### src/rtl/mem_arb_pkg.sv
// Shared types and constants for the memory-port arbiter.
// Optional feature macro used by the arbiter files: MEM_ARB_LOCK_EN.
package mem_arb_pkg;

  typedef enum logic [1:0] {
    IDLE   = 2'd0,
    ACCESS = 2'd1,
    RESP   = 2'd2,
    RDONE  = 2'd3
  } arbState_t;

  localparam logic REQ_CPU = 1'b0;
  localparam logic REQ_LDR = 1'b1;

endpackage

### src/rtl/mem_port_arbiter_rr_arb2.sv
// Combinational two-way round-robin pick.
// With MEM_ARB_LOCK_EN defined, a held lock from the last winner
// masks the other requester so it can finish an atomic sequence.
module rr_arb2
  import mem_arb_pkg::*;
(
  input  logic req0,
  input  logic req1,
  input  logic last,
`ifdef MEM_ARB_LOCK_EN
  input  logic lock0,
  input  logic lock1,
`endif
  output logic winIdx,
  output logic anyReq
);

  logic effReq0;
  logic effReq1;

`ifdef MEM_ARB_LOCK_EN
  logic lockHeld;

  // The last winner's lock shuts out the other side; if the lock holder
  // is not requesting, nobody is eligible and the sequencer waits.
  assign lockHeld = (last == REQ_LDR) ? lock1 : lock0;
  assign effReq0  = req0 && !(lockHeld && (last == REQ_LDR));
  assign effReq1  = req1 && !(lockHeld && (last == REQ_CPU));
`else
  assign effReq0  = req0;
  assign effReq1  = req1;
`endif

  assign anyReq = effReq0 | effReq1;

  // On a tie the requester that did not win last time goes next.
  assign winIdx = (effReq0 && effReq1) ? ~last
                : (effReq1 ? REQ_LDR : REQ_CPU);

endmodule

### src/rtl/mem_port_arbiter.sv
// Arbiter and sequencer for the single synchronous memory port shared by
// the CPU (requester 0) and the loader/debug port (requester 1).
// Define MEM_ARB_LOCK_EN to add lock0/lock1 for exclusive access.
module mem_port_arbiter
  import mem_arb_pkg::*;
#(
  parameter int ADDR_WIDTH = 6,
  parameter int DATA_WIDTH = 16
) (
  input  logic                  clk,
  input  logic                  rst_n,
`ifdef MEM_ARB_LOCK_EN
  input  logic                  lock0,
  input  logic                  lock1,
`endif
  input  logic                  req0,
  input  logic                  we0,
  input  logic [ADDR_WIDTH-1:0] addr0,
  input  logic [DATA_WIDTH-1:0] wdata0,
  input  logic                  req1,
  input  logic                  we1,
  input  logic [ADDR_WIDTH-1:0] addr1,
  input  logic [DATA_WIDTH-1:0] wdata1,
  output logic                  gnt0,
  output logic                  gnt1,
  output logic                  rvalid0,
  output logic                  rvalid1,
  output logic [DATA_WIDTH-1:0] rdata,
  input  logic [DATA_WIDTH-1:0] mem_in,
  output logic                  mem_we,
  output logic [ADDR_WIDTH-1:0] mem_addr,
  output logic [DATA_WIDTH-1:0] mem_data
);

  arbState_t             state;
  logic                  lastGnt;
  logic                  curIdx;
  logic                  winIdx;
  logic                  anyReq;
  logic                  winWe;
  logic [ADDR_WIDTH-1:0] winAddr;
  logic [DATA_WIDTH-1:0] winData;

  rr_arb2 uArb (
    .req0   (req0),
    .req1   (req1),
    .last   (lastGnt),
`ifdef MEM_ARB_LOCK_EN
    .lock0  (lock0),
    .lock1  (lock1),
`endif
    .winIdx (winIdx),
    .anyReq (anyReq)
  );

  // Select the command of the requester the round-robin picked.
  always_comb begin
    // NOTE: every output gets a default before the branch so no latch is inferred.
    winWe   = we0;
    winAddr = addr0;
    winData = wdata0;
    if (winIdx == REQ_LDR) begin
      winWe   = we1;
      winAddr = addr1;
      winData = wdata1;
    end
  end

  // Sequencer: grant, drive the memory, capture read data, signal valid.
  always_ff @(posedge clk) begin
    // NOTE: state is updated with non-blocking assignments so every register
    // sees the pre-edge values of the others, matching the hardware.
    if (!rst_n) begin
      state    <= IDLE;
      lastGnt  <= REQ_LDR;
      curIdx   <= REQ_CPU;
      gnt0     <= 1'b0;
      gnt1     <= 1'b0;
      rvalid0  <= 1'b0;
      rvalid1  <= 1'b0;
      rdata    <= '0;
      mem_we   <= 1'b0;
      mem_addr <= '0;
      mem_data <= '0;
    end else begin
      gnt0    <= 1'b0;
      gnt1    <= 1'b0;
      rvalid0 <= 1'b0;
      rvalid1 <= 1'b0;
      mem_we  <= 1'b0;
      case (state)
        IDLE: begin
          if (anyReq) begin
            curIdx   <= winIdx;
            lastGnt  <= winIdx;
            mem_we   <= winWe;
            mem_addr <= winAddr;
            mem_data <= winData;
            gnt0     <= (winIdx == REQ_CPU);
            gnt1     <= (winIdx == REQ_LDR);
            state    <= ACCESS;
          end
        end
        // mem_we holds the latched command type while in ACCESS.
        ACCESS: state <= mem_we ? IDLE : RESP;
        RESP: begin
          rdata   <= mem_in;
          rvalid0 <= (curIdx == REQ_CPU);
          rvalid1 <= (curIdx == REQ_LDR);
          state   <= RDONE;
        end
        RDONE:   state <= IDLE;
        default: state <= IDLE;
      endcase
    end
  end

endmodule

### config.mk
export PLATFORM = sky130hd
export DESIGN_NAME = mem_port_arbiter
export DESIGN_NICKNAME = d
export VERILOG_FILES = /design/src/rtl/mem_arb_pkg.sv /design/src/rtl/mem_port_arbiter_rr_arb2.sv /design/src/rtl/mem_port_arbiter.sv
export SDC_FILE = /design/constraint.sdc
export NUM_CORES = 1
export LEC_CHECK = 0
export ABC_AREA = 1
export ABC_CLOCK_PERIOD_IN_PS = 1700
export CORE_MARGIN = 1.5
export CORE_UTILIZATION = 25
export CTS_CLUSTER_DIAMETER = 120
export CTS_CLUSTER_SIZE = 30
export DETAILED_ROUTE_END_ITERATION = 10
export GPL_TIMING_DRIVEN = 0
export PLACE_DENSITY = 0.59
export SYNTH_ARGS = -nofsm -noshare
export SYNTH_HDL_FRONTEND = slang
export SYNTH_HIERARCHICAL = 1
export SYNTH_SLANG_ARGS = --single-unit
### constraint.sdc
create_clock -name clk -period 1.7 [get_ports clk]
set_clock_uncertainty 0.15 [all_clocks]
set_input_delay 0.425 -clock clk [delete_from_list [all_inputs] [get_ports clk]]
set_output_delay 0.425 -clock clk [all_outputs]
set_load 0.1 [all_outputs]
==> metrics.yaml <==
cts:
  cts_root_buf: "clkbuf_8"
  clk_pin_slew_ns: 0.09
  clk_path_buf_depth: 2
  cts_buffers: 5
  htreeDepth: 2
  cts_tree: "built"
  cts.sinks: 47
  clkLatencyLatePin_ns: 0.30
timing:
  worstMarginPinSlew_ns: 0.503
  period_needed_ns: 1.66
  tns_ns: 0
  rsz0062_at_grt: "no"
  fmax_mhz: 603
  setup_viol: 0
  period_share_pct: 97.5
  whs_ns: 0.269
  hold_violations: 0
  slew_headroom_pct: 66.7
  drv_slew: 0
floorplanning:
  core_area_um2: 7850
  die_w_um: 93.6
  die_h_um: 93.6
  num_rows: 32
  die_area_um2: 8770
  io_pins: 109
  start_util_pct: 26.2
run:
  drv_cap: 0
setup_path:
  cp_cell_sequence: "buf_2"
  cpPeakStageDelay_ns: 0.43
  cp-startpoint: "rdata[9]"
  endpoint_kind: "output pin"
  arrival_ns: 1.08
  crit_type: "flip-flop to output pin"
  cp_max_fo: 2
  path_buf_inv: 1
  required_ns: 1.12
  reg2reg_to: "mem_addr[0]"
  start_kind: "flip-flop"
  r2r_start: "lastGnt"
  worst_r2r_path_depth: 8
  crit_path_top_delay_cell: "buf_2"
  crit_family: "buffers and inverters"
  reg2reg_setup_slack_ns: 0.23
pwr:
  clock_power_share_pct: 25.1
  p_int_mw: 2.04
  swShare_pct: 40.3
  p_switching_mw: 1.38
  cellPowerDensity_nw_per_um2: 1040
  max-vdd-ir-drop_v: 0.000371
  power_frac_comb_pct: 38.3
  p_leak_nw: 1.67
  total_power_mw: 3.41
  p_seq_share_pct: 36.6
worst_hold_path:
  hold_end: "rvalid1"
  hold_path_depth: 3
  holdCritPathClass: "primary input to flip-flop"
  worstHoldStart: "rst_n"
outcome:
  status: "finished, final reports clean"
routing:
  routed_wl_um: 5950
  drt_iter0_drc: 40
  wl_per_cell_um: 11.4
  vias_per_cell: 4.14
  dr.pass1.iters: 4
  drtAntennaViolNets: 0
  vias: 2160
  drc: 0
yosys:
  ys_warn_count: 6
  ys_types: 18
  synth_nets: 361
  synth-seq-area-share_pct: 45.8
  syn-instance-count: 295
  ys_ff_latch: 47
  syn_area_um2: 2050
  syn_area_per_cell_um2: 6.96
global_routing:
  grt.overflow.total: 0
  grt_antenna_before_repair: 0
  track_usage_pct: 13.3
  grt_pass1_vias: 2026
  grt_pass1_wl_um: 9110
  grt_max_degree: 15
cells_and_area:
  nNetsFinal: 485
  insertedDiodeCount: 0
  syn_to_final_growth_pct: 60.4
  drive_gt1_share_pct: 20.2
placement:
  dp_hpwl_um: 4370
  gp_congestion: 0.746
  io_buffers: 107
worst max path at each step:
stage,to,slack [ns],cells past startpoint
finish,rdata[9],0.04,1
global route,rdata[9],0.002,1
CTS,mem_we,0.006,8
detailed placement,mem_we,-0.44,8
global placement,mem_we,-0.44,8
floorplan,mem_addr[0],0.20,0
flip-flops by register name, indices dropped and copies added, names as in the netlist, named ones only:
| signal | cells |
|---|---|
| mem_data | 16 |
| rvalid1 | 1 |
| mem_addr | 6 |
| lastGnt | 1 |
| state | 1 |
| mem_we | 1 |
| rdata | 16 |
| gnt0 | 1 |
| curIdx | 1 |
| rvalid0 | 1 |
| gnt1 | 1 |
per-layer routing:
layer / share of wire, % / vias up / wire length, um / GRT usage, %
li1: - / 1160 / - / -
met1: 47 / 912 / 2820 / 16.2
met2: 43 / 82 / 2560 / 22.2
met3: 8.8 / 6 / 526 / 4.80
met4: 0.86 / 0 / 51 / 2.99
met5: 0 / - / 0 / 0
cell type report:
| class | count | area, um^2 |
|---|---|---|
| Fill cell | 864 | 4550 |
| Multi-Input combinational cell | 221 | 963 |
| Sequential cell | 47 | 941 |
| Inverter | 9 | 42.5 |
| Buffer | 17 | 130 |
| Tap cell | 102 | 128 |
| Timing Repair Buffer | 118 | 971 |
| Clock inverter | 2 | 35.0 |
| Clock buffer | 6 | 82.6 |
power by group through the flow:
stage	clock network (mW)	registers [mW]	logic [mW]
2_1_floorplan	0	1.92	0.299
3_3_place_gp	0	1.28	1.34
3_5_place_dp	0	1.28	1.34
4_1_cts	0.884	1.25	1.28
5_1_grt	0.919	1.26	1.39
6_report	0.857	1.25	1.31
through the flow:
step	util [%]	instances	worst slack, ns	cell area, um^2
after detailed placement	41.4	504	-0.437	3250
after CTS	40.6	516	0.00624	3190
final	42.0	522	0.0423	3290
after floorplan	-	295	0.200	2050
after global placement	41.4	504	-0.443	3250
after global routing	42.0	522	0.00202	3290
Yosys cell counts:
cell type / n / area share (%)
nor2_4: 1 / 0.55
or2_1: 1 / 0.30
nand2_2: 2 / 0.61
nand2_4: 1 / 0.55
dfxtp_1: 47 / 46
nor2_1: 36 / 6.6
nand3_1: 25 / 6.1
nor2_2: 1 / 0.30
buf_2: 7 / 1.7
nor3_1: 2 / 0.49
clkbuf_1: 4 / 0.73
nand2_1: 132 / 24
buf_4: 3 / 1.1
a21oi_1: 3 / 0.73
inv_1: 7 / 1.3
buf_6: 4 / 2.2
nand3b_1: 17 / 6.2
inv_4: 2 / 0.61
kinds of logic (layout without fill, tap and decap cells):
| family | Yosys count | in the layout | share of synthesized area (%) |
|---|---|---|---|
| and+or+nand+nor | 218 | 218 | 45.8 |
| buffers and inverters | 27 | 152 | 7.62 |
| AOI/OAI and AO/OA | 3 | 3 | 0.731 |
| DFF | 47 | 47 | 45.8 |
timing repair:
item / CTS / global route
buffers inserted: 4 / 5
resized for setup: 216 / 14
endpoints found under the setup margin: 63 / 26
pin swaps: 0 / 1
cloned: 0 / 2
hold buffers: 0 / 0
cells in the final DEF (no fill, tap or decap), types with 4 or more instances in the layout:
| cell | Yosys | layout |
|---|---|---|
| clkdlybuf4s50_1 | 0 | 62 |
| nor2_1 | 36 | 36 |
| inv_1 | 7 | 6 |
| buf_2 | 7 | 44 |
| clkbuf_8 | 0 | 6 |
| nand3_1 | 25 | 25 |
| nand2_1 | 132 | 132 |
| buf_6 | 4 | 6 |
| nand3b_1 | 17 | 17 |
| dfxtp_1 | 47 | 47 |
| clkbuf_4 | 0 | 5 |
| buf_4 | 3 | 10 |
| clkbuf_1 | 4 | 4 |
Note: power is estimated with default switching activity, not from simulation.
